===== config.mk =====
export PLATFORM = sky130hd
export DESIGN_NAME = ram_port_arb
export DESIGN_NICKNAME = d
export VERILOG_FILES = /design/src/rtl/ram_port_arb.sv
export SDC_FILE = /design/constraint.sdc
export NUM_CORES = 1
export LEC_CHECK = 0
export CORE_MARGIN = 2
export CORE_UTILIZATION = 38
export CTS_CLUSTER_SIZE = 30
export DETAILED_ROUTE_END_ITERATION = 8
export GPL_TIMING_DRIVEN = 0
export PLACE_DENSITY = 0.88
export SETUP_SLACK_MARGIN = 0.02
export SYNTH_ARGS = -nofsm -noshare
export SYNTH_HDL_FRONTEND = slang
export SYNTH_SLANG_ARGS = --single-unit

===== constraint.sdc =====
create_clock -name clk -period 2.7 [get_ports clk]
set_input_delay 0.27 -clock clk [delete_from_list [all_inputs] [get_ports clk]]
set_output_delay 0.27 -clock clk [all_outputs]
set_load 0.05 [all_outputs]

===== src/rtl/ram_port_arb.sv =====
// ram_port_arb: round-robin arbiter sharing one synchronous RAM port among
// G_NREQ requesters. Grants at most one access per cycle, registers the RAM
// command, and returns read data to the issuer with a tagged rvld pulse.
//
// Ports:
//   clk, rst_n      clock, asynchronous active-low reset
//   ramrdy          RAM ready; 0 blocks all grants
//   req, wr         per-requester request level and direction (1 = write)
//   addr, wdat      packed per-requester address / write data
//   ack             one-hot combinational grant
//   rvld, rdat      registered read-return tag and shared read data
//   busy            registered; 1 while any read is outstanding
//   ram_wen, ram_add, ram_wdat   registered RAM command
//   ram_rdat        RAM read data
//
// Optional feature: define RAM_ARB_PRIO_EN to give requester 0 strict
// priority; round-robin then applies only among requesters 1..G_NREQ-1.
module ram_port_arb #(
  parameter int unsigned G_NREQ  = 4,
  parameter int unsigned G_ADDR  = 10,
  parameter int unsigned G_WIDTH = 16,
  parameter int unsigned G_RDLAT = 1
) (
  input  logic                      clk,
  input  logic                      rst_n,
  input  logic                      ramrdy,
  input  logic [G_NREQ-1:0]         req,
  input  logic [G_NREQ-1:0]         wr,
  input  logic [G_NREQ*G_ADDR-1:0]  addr,
  input  logic [G_NREQ*G_WIDTH-1:0] wdat,
  output logic [G_NREQ-1:0]         ack,
  output logic [G_NREQ-1:0]         rvld,
  output logic [G_WIDTH-1:0]        rdat,
  output logic                      busy,
  output logic                      ram_wen,
  output logic [G_ADDR-1:0]         ram_add,
  output logic [G_WIDTH-1:0]        ram_wdat,
  input  logic [G_WIDTH-1:0]        ram_rdat
);

  localparam int unsigned IDX_W = (G_NREQ > 1) ? $clog2(G_NREQ) : 1;

  typedef enum logic [0:0] {S_WAIT, S_RUN} state_t;

  state_t             state, state_nxt;
  logic [IDX_W-1:0]   ptr, ptr_nxt;
  logic [IDX_W-1:0]   gnt_idx;
  logic [IDX_W-1:0]   cand;
  logic               gnt;
  logic [G_NREQ-1:0]  rr_req;
  int                 j;

  // Read-return pipeline: stage k valid in cycle t+1+k for a grant in cycle t
  logic [G_RDLAT:0]   pipe_vld;
  logic [IDX_W-1:0]   pipe_idx [G_RDLAT+1];

  // State register
  always_ff @(posedge clk or negedge rst_n) begin
    if (!rst_n) state <= S_WAIT;
    else        state <= state_nxt;
  end

  // Next state, grant selection and pointer update
  always_comb begin
    state_nxt = state;
    ack       = '0;
    gnt       = 1'b0;
    gnt_idx   = '0;
    ptr_nxt   = ptr;
    cand      = '0;
    j         = 0;
    rr_req    = req;
`ifdef RAM_ARB_PRIO_EN
    rr_req[0] = 1'b0;
`endif
    case (state)
      S_WAIT: begin
        if (ramrdy) state_nxt = S_RUN;
      end
      S_RUN: begin
        if (!ramrdy) begin
          state_nxt = S_WAIT;
        end else begin
`ifdef RAM_ARB_PRIO_EN
          // Requester 0 wins outright and leaves the pointer alone
          if (req[0]) begin
            gnt     = 1'b1;
            gnt_idx = '0;
          end
`endif
          for (int k = 0; k < int'(G_NREQ); k++) begin
            j = int'(ptr) + k;
            if (j >= int'(G_NREQ)) j = j - int'(G_NREQ);
            cand = IDX_W'(j);
            if (!gnt && rr_req[cand]) begin
              gnt     = 1'b1;
              gnt_idx = cand;
              ptr_nxt = (cand == IDX_W'(G_NREQ - 1)) ? '0 : cand + IDX_W'(1);
            end
          end
          if (gnt) ack = G_NREQ'(1) << gnt_idx;
        end
      end
      default: state_nxt = S_WAIT;
    endcase
  end

  // RAM command, read tracking and read return
  always_ff @(posedge clk or negedge rst_n) begin
    if (!rst_n) begin
      ptr      <= '0;
      ram_wen  <= 1'b0;
      ram_add  <= '0;
      ram_wdat <= '0;
      pipe_vld <= '0;
      for (int k = 0; k <= int'(G_RDLAT); k++) pipe_idx[k] <= '0;
      rvld     <= '0;
      rdat     <= '0;
      busy     <= 1'b0;
    end else begin
      ptr     <= ptr_nxt;
      ram_wen <= gnt & wr[gnt_idx];
      if (gnt) begin
        ram_add  <= addr[int'(gnt_idx)*int'(G_ADDR) +: G_ADDR];
        ram_wdat <= wdat[int'(gnt_idx)*int'(G_WIDTH) +: G_WIDTH];
      end
      pipe_vld    <= {pipe_vld[G_RDLAT-1:0], gnt & ~wr[gnt_idx]};
      pipe_idx[0] <= gnt_idx;
      for (int k = 1; k <= int'(G_RDLAT); k++) pipe_idx[k] <= pipe_idx[k-1];
      rvld <= pipe_vld[G_RDLAT] ? (G_NREQ'(1) << pipe_idx[G_RDLAT]) : '0;
      if (pipe_vld[G_RDLAT]) rdat <= ram_rdat;
      busy <= |pipe_vld;
    end
  end

endmodule


---- Yosys cells after proc, flatten, opt, wreduce, memory -nomap -nowiden ----
Index checks and enable logic that the tools add are counted.
storage, ports and cells
  output and inout port bits .............. 52
  word-level logic and storage cells ...... 109
  flip-flop bits (word level) ............. 57
cells by class
  add/sub/neg operators ................... 11
  muxes and demuxes ....................... 57
  eq/ne operators ......................... 4
  reduce and logical (&&, ||, !) cells .... 9
  bitwise logic cells ..................... 3
  order comparisons ....................... 9
  multipliers ............................. 1
  shifts and indexed selects .............. 4
operators by type and width
  operator                                                                       count
  64-bit by 7-bit variable part select with 16-bit output                        1
  2-bit two-way mux                                                              28
  40-bit by 7-bit variable part select with 10-bit output                        1
  1-bit two-way mux                                                              20
  4-bit two-way mux                                                              4
  2-bit by 3-bit less-than comparator with 1-bit output (second input constant)  5
  1-bit binary-select mux with 2-bit select                                      5
  3-bit >= comparator (second input constant)                                    3
  2-bit by 1-bit adder with 2-bit output (second input constant)                 4
  2-bit equality test (second input constant)                                    4
  1-bit by 2-bit << shifter with 4-bit output (first input constant)             2
  2-bit by 1-bit subtractor with 2-bit output (second input constant)            4
  2-bit by 2-bit adder with 3-bit output (second input constant)                 2
  2-bit by 3-bit multiplier with 5-bit output (second input constant)            1
  4-bit nonzero test                                                             1
  2-bit by 1-bit adder with 3-bit output (second input constant)                 1
  2-bit by 3-bit >= comparator with 1-bit output (second input constant)         1
  1-bit logical AND                                                              3
  1-bit logical NOT                                                              3
  3-bit AND reduction                                                            1
  1-bit AND                                                                      2
  2-bit OR reduction                                                             1
  1-bit NOT                                                                      1

---- Depth between registers and ports, before layout ----
Gate-level depths: netlist of the first run.
  depth after elaboration ................. 30
  depth in mapped cells ................... 13
  mapped depth without buffers ............ 9

---- Least setup slack after synthesis of the first run ----
OpenSTA, ideal clock, no wires.
  kind .................................... reg2out
  start ................................... register ptr[0]
  end ..................................... output ack[0]
  path slack .............................. -0.496 ns
  arrival time ............................ 2.926 ns
  stages on the path, launching flop included .. 11
  cell sequence ........................... dfrtp_1 buf_6 buf_4 inv_1 ha_1 mux4_2 inv_1 a21o_1 nand3_4 buf_6 nor2_1
on the way
  longest elaborated chain between the ends .. 28
  elaborated cells between the ends (all ways) .. 59
  those cells by class .................... add/sub: 7; order compare: 4; shift: 1; mux: 41; reduce/logical: 6
ends and longest elaborated chain
  item                                                                                                           RTL line  RTL
  start: declaration                                                                                             46        logic [IDX_W-1:0] ptr, ptr_nxt;
  start signal: assignment                                                                                       121       ptr <= ptr_nxt;
  2-bit by 3-bit >= comparator with 1-bit output or 2-bit by 1-bit subtractor with 2-bit output (tied branches)  93        if (j >= int'(G_NREQ)) j = j - int'(G_NREQ);
  2-bit two-way mux                                                                                              93
  2-bit two-way mux                                                                                              81        if (!ramrdy) begin
  2-bit two-way mux                                                                                              76        case (state)
  1-bit binary-select mux with 2-bit select                                                                      95        if (!gnt && rr_req[cand]) begin
  1-bit two-way mux (implied by the code)                                                                        95
  1-bit two-way mux                                                                                              95
  1-bit two-way mux                                                                                              81
  [... 12 more ...]                                                                                              -
  1-bit logical AND                                                                                              95
  2-bit two-way mux                                                                                              95
  2-bit two-way mux                                                                                              81
  2-bit two-way mux                                                                                              76
  1-bit by 2-bit << shifter with 4-bit output                                                                    101       if (gnt) ack = G_NREQ'(1) << gnt_idx;
  4-bit two-way mux (*)                                                                                          101
  4-bit two-way mux (*)                                                                                          81
  4-bit two-way mux (*)                                                                                          76
  end: declaration                                                                                               31        output logic [G_NREQ-1:0] ack,
Every way passes the cells marked *; elsewhere a longest branch is shown, timed or not. The select of a mux whose other input is x is not followed.

---- Worst setup path in the final report of the first run ----
  start ................................... register ptr[0]
  end ..................................... output ack[1]
The elaborated chain is that of the path after synthesis.

==> reports/results.ini, run 1 <==
[yosys]
ys_dominant_reg_cell = dfrtp_1
synth_area_sq_um = 3870
synth_nets = 549
ys_warn_count = 0
ys_async_sr_fraction_pct = 100
yosysUniqueCellTypes = 46
synth_edf_count = 0
syn_inst = 414
synth_area_per_cell_sq_um = 9.34
ys_seq_elements = 57
synth_seq_area_share_pct = 36.9

[placement]
portBuffers = 179
place_ws_ns = -0.991
dpl.hpwl_um = 10500
place_area_sq_um = 5880
gp_congestion = 0.897

[grt]
grt_max_degree = 34
grt_antenna_before_repair = 0
grt_usage_pct = 26.1
gr-usage-met3_pct = 6.92
first_global_vias = 4688
top_usage_layer = met2
gr-usage-met2_pct = 44.9
use_met1_pct = 31.7
grt_pass1_wl_um = 23200
overflow = 0

[cts]
clkLatencyLatePin_ns = 0.35
clockBufferDepth = 2
cts-root-buf = clkbuf_8
cts_sinks = 57
clk_pin_slew_worst_paths_ns = 0.08
cts.htree.levels = 3
cts_tree = yes
cts_inserted_buffers = 9

[finish]
fill_cells = 830
most-common-layout-cells = 174 x clkdlybuf4s50_1, 59 x nand2_1, 57 x dfrtp_1
drive_above_1_share_pct = 18.1
final_common_cell = clkdlybuf4s50_1
post-route-util_pct = 65.1
stdcell_area_sq_um = 6400
final_nets = 766
diodes = 0
synthToLayoutAreaGrowth_pct = 65.4

[sta]
hold_viol_final = 0
setup_ws_ns = -0.327
min_period_ns = 3.03
fin_skew_ns = 0.0119
fin_crit_sh_pct = 112
slew_viol_final = 0
tightest_slew_ns = 0.626
rsz0062_at_grt = true
relSlewSlack_pct = 58.3
setup_viol = 26
max_freq_ghz = 0.330
final.setup.tns_ns = -3.39

[floorplanning]
die_w_um = 105
die_height_um = 105
top_level_ports = 183
core_sq_um = 9820
start_util_pct = 39.4
die_area_sq_um = 11000
placementRows = 36

[route]
vias = 4522
detail-route-antenna-nets = 0
first_pass_iters = 7
wl_per_cell_um = 18.9
vias_per_cell = 5.88
drtIter0Drc = 332
post-route-drc-count = 0
wirelength_um = 14600

[setup_path]
cp_slowest_cell = mux4_2
cp-end-kind = primary output
cp.buffers_inverters = 8
cp_common_cell = buf_8
cp_top_family = buffers and inverters
start_kind = flip-flop
arrival_ns = 2.76
ff2ff_setup_slack_ns = -0.15
required_ns = 2.43
slowest_delay_ns = 0.58
worstSetupPathType = reg2out
worstPathCellList = buf_12 -> inv_8 -> ha_4 -> mux4_2 -> buf_6 -> inv_4 -> a21o_4 -> a21o_1 -> inv_2 -> nand2_4 -> buf_8 -> clkinvlp_4 -> buf_8
cp_max_fo = 5

[power_and_ir_drop]
leakage_nw = 2.55
ir_worst_vdd_mv = 0.738
power_density_nw_per_um2 = 1200
power_mw = 7.69

[outcome]
status = finished, violations left
violations = setup timing

[run]
drv_cap = 0

[min_path]
min_path_type = reg2reg

## flip-flops by register name (all words and copies together) (netlist names)
name      cells
rdat         16
ram_add      10
pipe_vld      2
state         1
ptr           2
pipe_idx      4
ram_wdat     16
ram_wen       1
rvld          4
busy          1
## power breakdown
part	internal, mW	switching [mW]
clock	0.544	0.388
combinational	2.11	3.23
sequential	1.21	0.196
total	3.87	3.82
## final timing paths
kind / depth (start not counted) / to / from
worst max-delay path: 13 / ack[1] / ptr[0]
worst min-delay path: 0 / pipe_idx[1] / pipe_idx[3]
worst max register to register: 11 / ram_wdat[6] / ptr[0]
worst min register to register: 0 / pipe_idx[1] / pipe_idx[3]
max in group asynchronous: 3 / rdat[14] / rst_n
min in group asynchronous: 2 / pipe_idx[3] / rst_n
## cells by family after synthesis
group / synth area share, %
AND/OR/NAND/NOR: 18.9
AO/OA/AOI/OAI: 27.0
flip-flops: 36.9
buffers and inverters: 7.31
multiplexers: 8.61
adder cells (fa/ha/maj): 1.29
## final cells by class
cell class              count  area, sq um  share of cell area [%]
clock buffers              11          141                    2.21
multi-input cells         302         2220                    34.7
clock inverters             5         78.8                    1.23
flip-flops and latches     57         1430                    22.3
repair buffers            208         2040                    31.9
inverters                  10         51.3                   0.802
well taps                 133          166                    2.60
plain buffers              43          268                    4.19
## worst register-to-register path: stages (launching register included)
cell	delay, ns
dfrtp_1	0.43
buf_12	0.14
inv_8	0.03
ha_4	0.26
mux4_2	0.58
buf_6	0.16
inv_4	0.04
nand3_1	0.26
clkbuf_2	0.31
a31oi_1	0.20
nand3_1	0.16
o211a_1	0.16
## layer usage
metal  wire length, um  vias to the layer above
li1                  -                     2039
met1              5740                     2142
met2              7210                      296
met3              1280                       45
met4               343                        0
met5                 0                        -
## Yosys cell counts (all sizes together) (2+ instances only)
library cell	count	area [sq um]
o21ai	3	26.3
nand4	27	169
inv	10	37.5
nor3b	2	15.0
ha	4	50.1
nor2	13	56.3
a21o	3	22.5
nand3	29	158
buf	19	144
o211a	26	260
mux2i	4	40.0
mux2	18	203
a21oi	3	22.5
nand2b	4	25.0
a31oi	28	175
o32a	26	260
dfrtp	57	1430
nor3	5	25.0
mux4	4	90.1
nand2	62	243
o31ai	27	203
clkbuf	26	101
## what timing repair did
item,in CTS,in global routing
hold endpoints to repair,24,0
hold buffers,1,0
setup endpoints to repair,32,32
resized for setup,48,13
setup buffers,21,6
pin swaps,9,5
## through the flow
stage               hold slack (ns)  std cells
finish                        0.366        769
CTS                           0.362        765
floorplan                   -0.0256        414
global placement              0.333        726
global route                  0.374        769
detailed placement            0.319        727
Note: power is estimated with default switching activity, not from simulation.
==> inputs of run 2 (changes only) <==
Settings changed: ABC_AREA set to 1, CORE_UTILIZATION 38 to 37, CTS_CLUSTER_SIZE 30 to 28, PLACE_DENSITY 0.88 to 0.86.
==> reports/results.ini, run 2 <==
[floorplanning]
die_area_sq_um = 11300  ; was 11000 sq um
die_w_um = 106  ; was 105 um
core_sq_um = 10200  ; was 9820 sq um
top_level_ports = 183  ; unchanged
die_height_um = 106  ; was 105 um
start_util_pct = 37.8  ; was 39.4%
placementRows = 37  ; was 36

[sta]
fin_crit_sh_pct = 96.7  ; was 112%
relSlewSlack_pct = 58.6  ; was 58.3%
fin_skew_ns = 0.00686  ; was 0.0119 ns
hold_viol_final = 0  ; unchanged
setup_viol = 0  ; was 26
slew_viol_final = 0  ; unchanged
min_period_ns = 2.61  ; was 3.03 ns
setup_ws_ns = 0.0893  ; was -0.327 ns
max_freq_ghz = 0.383  ; was 0.330 GHz
rsz0062_at_grt = true  ; unchanged
tightest_slew_ns = 0.621  ; was 0.626 ns

[power_and_ir_drop]
power_density_nw_per_um2 = 1220  ; was 1200 nW/um^2
p_seq_share_pct = 18.7  ; was 18.4%
p_sw_mw = 4.09  ; was 3.82 mW
ir_worst_vdd_mv = 0.606  ; was 0.738 mV
internal_power_mw = 3.60  ; was 3.87 mW
combPwrFrac_pct = 71.0  ; was 69.5%
switching_share_pct = 53.2  ; was 49.6%
leakage_nw = 3.21  ; was 2.55 nW
pwr-share-clk_pct = 10.3  ; was 12.1%

[setup_path]
required_ns = 2.43  ; about the same
arrival_ns = 2.34  ; was 2.76 ns
crit_start = ptr[0]  ; unchanged
ff2ff_setup_slack_ns = 0.11  ; was -0.15 ns
r2r_end = ram_add[5]  ; was ram_wdat[6]
cp_max_fo = 10  ; was 5
start_kind = flip-flop  ; unchanged
r2r_cells = 16  ; was 11
crit_cells = 13  ; unchanged
slowest_delay_ns = 0.38  ; was 0.58 ns
cp.buffers_inverters = 5  ; was 8
worstPathCellList = buf_6 -> inv_8 -> ha_4 -> inv_6 -> nand2_2 -> nand2_2 -> nor2_4 -> o21ai_1 -> nand2_1 -> nand2_2 -> buf_8 -> nor3_4 -> buf_6  ; was buf_12 -> inv_8 -> ha_4 -> mux4_2 -> buf_6 -> inv_4 -> a21o_4 -> a21o_1 -> inv_2 -> nand2_4 -> buf_8 -> clkinvlp_4 -> buf_8
cp-end-kind = primary output  ; unchanged
cp_top_family = simple AND/OR/NAND/NOR gates  ; was buffers and inverters
cp_common_cell = nand2_2  ; was buf_8
crit_end = ack[2]  ; was ack[1]
worstSetupPathType = reg2out  ; unchanged
cp_slowest_cell = dfrtp_1  ; was mux4_2
timing.rr.start = ptr[0]  ; unchanged

[cts]
cts.htree.levels = 3  ; unchanged
cts_sinks = 57  ; unchanged
cts_tree = yes  ; unchanged
clk_pin_slew_worst_paths_ns = 0.07  ; was 0.08 ns
clkLatencyLatePin_ns = 0.33  ; was 0.35 ns
clockBufferDepth = 2  ; unchanged
cts_inserted_buffers = 9  ; unchanged
cts-root-buf = clkbuf_8  ; unchanged

[grt]
grt_max_degree = 36  ; was 34
grt_usage_pct = 23.4  ; was 26.1%
overflow = 0  ; unchanged
grt_pass1_wl_um = 20900  ; was 23200 um
first_global_vias = 4461  ; was 4688
grt_antenna_before_repair = 0  ; unchanged

[outcome]
status = completed  ; was finished, violations left

[yosys]
yosysUniqueCellTypes = 28  ; was 46
synth_area_per_cell_sq_um = 6.68  ; was 9.34 sq um
synth_common_cells = 205 x nand2_1, 112 x nand3_1, 92 x inv_1  ; was 60 x nand2_1, 57 x dfrtp_1, 28 x a31oi_1, 28 x nand3_1
synth_seq_area_share_pct = 36.9  ; unchanged
synth_area_sq_um = 3870  ; unchanged
yosysMostFrequentCell = nand2_1  ; unchanged
synth.largest_area_cell = dfrtp_1  ; unchanged
syn_inst = 579  ; was 414
synth_edf_count = 0  ; unchanged
ys_warn_count = 0  ; unchanged
ys_dominant_reg_cell = dfrtp_1  ; unchanged
synth_nets = 714  ; was 549
synth_top_area_share_pct = 36.9  ; unchanged
ys_seq_elements = 57  ; unchanged
yosys-top-cells-area = dfrtp_1 37%, nand2_1 20%, nand3_1 14%, inv_1 8.9%, nand3b_1 5.2%  ; was dfrtp_1 37%, o211a_1 6.7%, o32a_1 6.7%, nand2_1 5.8%, mux2_2 5.2%
ys_async_sr_fraction_pct = 100  ; unchanged

[finish]
post-route-util_pct = 61.7  ; was 65.1%
fill_cells = 916  ; was 830
final_nets = 922  ; was 766
drive_above_1_share_pct = 12.2  ; was 18.1%
diodes = 0  ; unchanged
final_common_cell = nand2_1  ; was clkdlybuf4s50_1
synthToLayoutAreaGrowth_pct = 63.3  ; was 65.4%
stdcell_area_sq_um = 6310  ; was 6400 sq um
most-common-layout-cells = 198 x nand2_1, 177 x clkdlybuf4s50_1, 110 x nand3_1  ; was 174 x clkdlybuf4s50_1, 59 x nand2_1, 57 x dfrtp_1
largest_registers = ram_wdat: 16 flops, rdat: 16 flops, ram_add: 10 flops  ; unchanged

[route]
vias = 4481  ; was 4522
vias_per_cell = 4.83  ; was 5.88
wl_per_cell_um = 14.1  ; was 18.9 um
wirelength_um = 13100  ; was 14600 um
first_pass_iters = 5  ; was 7
post-route-drc-count = 0  ; unchanged
drtIter0Drc = 221  ; was 332
detail-route-antenna-nets = 0  ; unchanged

[run]
drv_cap = 0  ; unchanged

[placement]
dpl.hpwl_um = 9780  ; was 10500 um
gp_congestion = 0.892  ; was 0.897
portBuffers = 182  ; was 179
place_area_sq_um = 5890  ; was 5880 sq um
place_ws_ns = -0.679  ; was -0.991 ns

[min_path]
min_path_type = reg2reg  ; unchanged

[run 2: changes by cell type after synthesis, moves of 6 or more]
cell	change
a31oi_1	-27
nand3_1	+84
nand4_1	-26
inv_1	+83
clkbuf_1	-10
nand3b_1	+27
o31ai_1	-26
nand2_1	+145
nor2_1	-6
mux2_2	-18
o211a_1	-26
nand2_2	+6
o32a_1	-26
[run 2: timing repair]
item / in CTS / in global routing
gates cloned: 0 / 0
endpoints found under the setup margin: 10 / 18
setup buffers: 5 / 9
hold endpoints to repair: 22 / 0
pin swaps: 5 / 6
hold buffers: 1 / 0
gates resized for setup: 47 / 16
[run 2: through the flow]
step	hold WS, ns	cells	total power, mW	TNS, ns
3_3_place_gp	0.335	897	6.34	-23.14
2_1_floorplan	-0.0256	579	4.83	-0.0445
3_5_place_dp	0.295	898	6.42	-2.58
6_report	0.352	928	7.70	0
5_1_grt	0.363	928	8.22	-0.0892
4_1_cts	0.356	919	7.42	0
[run 2: how the worst min path moves through the flow]
stage | startpoint | end | slack [ns] | cells after the start
2_1_floorplan | rst_n | busy | -0.03 | 0
4_1_cts | pipe_idx[2] | pipe_idx[0] | 0.36 | 0
5_1_grt | pipe_idx[2] | pipe_idx[0] | 0.36 | 0
6_report | pipe_idx[2] | pipe_idx[0] | 0.35 | 0
3_3_place_gp | pipe_idx[3] | pipe_idx[1] | 0.33 | 0
3_5_place_dp | rst_n | rdat[8] | 0.30 | 1
[run 2: metal layers]
| metal | part of all wire, % | track usage, % | vias up |
|---|---|---|---|
| met5 | 0 | 0 | - |
| met4 | 1.9 | 8.74 | 0 |
| met3 | 8.9 | 6.38 | 17 |
| met2 | 48 | 39.8 | 216 |
| met1 | 41 | 28.1 | 2046 |
| li1 | - | - | 2202 |
[run 2: logic make-up (layout without fill, tap and decap cells)]
family / after synthesis / in the layout / synth area share, %
AOI/OAI and AO/OA: 11 / 11 / 1.78
and+or+nand+nor: 374 / 374 / 44.9
adders and majority gates: 4 / 4 / 1.29
buffers and inverters: 133 / 346 / 15.1
DFF: 57 / 57 / 36.9
[run 2: power by group through the flow]
stage	clock, mW	sequential, mW	combinational [mW]
2_1_floorplan	0	2.53	2.31
3_3_place_gp	0	1.43	4.90
3_5_place_dp	0	1.44	4.98
4_1_cts	0.812	1.43	5.18
5_1_grt	0.859	1.48	5.89
6_report	0.794	1.44	5.46
[run 2: final cells by class]
class	instances	area, sq um	area share, %
Multi-Input combinational cell	389	1960	31.0
Inverter	98	383	6.06
Clock inverter	6	57.6	0.911
Sequential cell	57	1430	22.6
Clock buffer	10	138	2.18
Buffer	34	218	3.45
Timing Repair Buffer	198	1960	31.0
Tap cell	136	170	2.69
==> inputs of run 3 (changes only) <==
Settings changed: ABC_AREA 1 to unset.
==> reports/results.ini, run 3 (synthesized netlist as in run 1, its figures left out) <==
[power_and_ir_drop]
power_density_nw_per_um2 = 1200  ; was 1220 nW/um^2
leakage_nw = 2.60  ; was 3.21 nW
ir_worst_vdd_mv = 0.710  ; was 0.606 mV
power_mw = 7.82  ; was 7.70 mW

[route]
vias_per_cell = 5.87  ; was 4.83
drtIter0Drc = 406  ; was 221
wl_per_cell_um = 18.7  ; was 14.1 um
first_pass_iters = 5  ; unchanged
wirelength_um = 14600  ; was 13100 um
post-route-drc-count = 0  ; unchanged
detail-route-antenna-nets = 0  ; unchanged
vias = 4564  ; was 4481

[setup_path]
r2r_cells = 13  ; was 16
required_ns = 2.43  ; about the same
crit_start = ptr[0]  ; unchanged
slowest_delay_ns = 0.59  ; was 0.38 ns
crit_end = ack[1]  ; was ack[2]
start_kind = flip-flop  ; unchanged
cp_max_fo = 4  ; was 10
crit_cells = 14  ; was 13
cp-end-kind = primary output  ; unchanged
arrival_ns = 2.84  ; was 2.34 ns
worstPathCellList = buf_6 -> buf_8 -> inv_8 -> ha_4 -> mux4_2 -> nor2b_4 -> buf_6 -> o21ai_4 -> a21o_1 -> inv_2 -> nand2_8 -> buf_8 -> clkinvlp_4 -> buf_8  ; was buf_6 -> inv_8 -> ha_4 -> inv_6 -> nand2_2 -> nand2_2 -> nor2_4 -> o21ai_1 -> nand2_1 -> nand2_2 -> buf_8 -> nor3_4 -> buf_6
cp_slowest_cell = mux4_2  ; was dfrtp_1
worstSetupPathType = reg2out  ; unchanged
r2r_end = ram_wdat[8]  ; was ram_add[5]
ff2ff_setup_slack_ns = -0.32  ; was 0.11 ns
timing.rr.start = ptr[0]  ; unchanged
cp_common_cell = buf_8  ; was nand2_2
cp.buffers_inverters = 8  ; was 5
cp_top_family = buffers and inverters  ; was simple AND/OR/NAND/NOR gates

[cts]
cts_inserted_buffers = 9  ; unchanged
cts.htree.levels = 3  ; unchanged
cts_sinks = 57  ; unchanged
cts-root-buf = clkbuf_8  ; unchanged
clkLatencyLatePin_ns = 0.34  ; was 0.33 ns
clk_pin_slew_worst_paths_ns = 0.07  ; about the same
clockBufferDepth = 2  ; unchanged
cts_tree = yes  ; unchanged

[finish]
diodes = 0  ; unchanged
synthToLayoutAreaGrowth_pct = 67.8  ; was 63.3%
post-route-util_pct = 63.4  ; was 61.7%
multi_input_area_sq_um = 2250  ; was 1960 sq um
most-common-layout-cells = 174 x clkdlybuf4s50_1, 59 x nand2_1, 57 x dfrtp_1  ; was 198 x nand2_1, 177 x clkdlybuf4s50_1, 110 x nand3_1
drive_above_1_share_pct = 18.9  ; was 12.2%
final_cells = 777  ; was 928
final_common_cell = clkdlybuf4s50_1  ; was nand2_1
largest_registers = ram_wdat: 16 flops, rdat: 16 flops, ram_add: 10 flops  ; unchanged
final_nets = 771  ; was 922
regArea_sq_um = 1430  ; about the same
fill_cells = 854  ; was 916

[grt]
grt_pass1_wl_um = 22000  ; was 20900 um
overflow = 0  ; unchanged
grt_max_degree = 38  ; was 36
first_global_vias = 4372  ; was 4461
grt_antenna_before_repair = 0  ; unchanged
grt_usage_pct = 24.6  ; was 23.4%

[placement]
portBuffers = 179  ; was 182
dp_cells = 730  ; was 898
place_ws_ns = -1.02  ; was -0.679 ns
dpl.hpwl_um = 10200  ; was 9780 um
gp_congestion = 0.899  ; was 0.892

[floorplanning]
die_w_um = 106  ; unchanged
die_area_sq_um = 11300  ; unchanged
placementRows = 37  ; unchanged
die_height_um = 106  ; unchanged
core_sq_um = 10200  ; unchanged
start_util_pct = 37.8  ; unchanged
top_level_ports = 183  ; unchanged

[sta]
relSlewSlack_pct = 44.5  ; was 58.6%
setup_viol = 26  ; was 0
holdWs_ns = 0.352  ; about the same
setup_ws_ns = -0.406  ; was 0.0893 ns
fin_skew_ns = 0.00884  ; was 0.00686 ns
tightest_slew_ns = 0.809  ; was 0.621 ns
max_freq_ghz = 0.322  ; was 0.383 GHz
fin_crit_sh_pct = 115  ; was 96.7%
min_period_ns = 3.11  ; was 2.61 ns
hold_viol_final = 0  ; unchanged
rsz0062_at_grt = true  ; unchanged
slew_viol_final = 0  ; unchanged

[min_path]
min_path_type = reg2reg  ; unchanged

[outcome]
status = finished, violations left  ; was completed
violations = setup timing

[run]
drv_cap = 0  ; unchanged

==> run 3: per-layer routing <==
layer | vias to the layer above | track usage, % | part of all wire [%]
li1 | 2048 | - | -
met3 | 29 | 5.64 | 9.3
met5 | - | 0 | 0
met1 | 2163 | 30.5 | 39
met2 | 324 | 42.7 | 50
met4 | 0 | 7.52 | 1.8
==> run 3: what timing repair did <==
item                                    CTS  global route
hold buffers                              1             0
endpoints found under the hold margin    20             0
gates resized for setup                  51            15
pin swaps                                 9             7
setup buffers                            24             7
endpoints found under the setup margin   32            32
==> run 3: area by class of cell <==
type / count / area share, %
Multi-Input combinational cell: 302 / 34.7
Clock buffer: 11 / 2.18
Sequential cell: 57 / 22.0
Inverter: 10 / 0.791
Buffer: 45 / 4.34
Tap cell: 136 / 2.62
Clock inverter: 5 / 1.21
Timing Repair Buffer: 211 / 32.2
==> run 3: stage by stage <==
step	setup TNS, ns	area, sq um
final	-7.19	6490
after floorplan	-0.408	3900
after detailed placement	-17.26	5880
after global placement	-34.68	5870
after global routing	-9.13	6490
after CTS	-4.82	6400
==> run 3: report_power, final <==
part           internal, mW  switching (mW)  total, mW  leakage [nW]
sequential             1.22           0.193       1.41         0.677
combinational          2.21            3.30       5.51          1.81
clock                 0.544           0.358      0.901         0.113
total                  3.97            3.85       7.82          2.60
==> run 3: worst min-delay path by stage <==
stage                      startpoint          end  slack (ns)  cells past startpoint
after CTS                 pipe_idx[2]  pipe_idx[0]        0.35                      0
after floorplan                 rst_n         busy       -0.03                      0
after global routing      pipe_idx[2]  pipe_idx[0]        0.35                      0
after detailed placement        rst_n      rdat[0]        0.27                      1
after global placement    pipe_idx[2]  pipe_idx[0]        0.33                      0
final                     pipe_idx[2]  pipe_idx[0]        0.35                      0
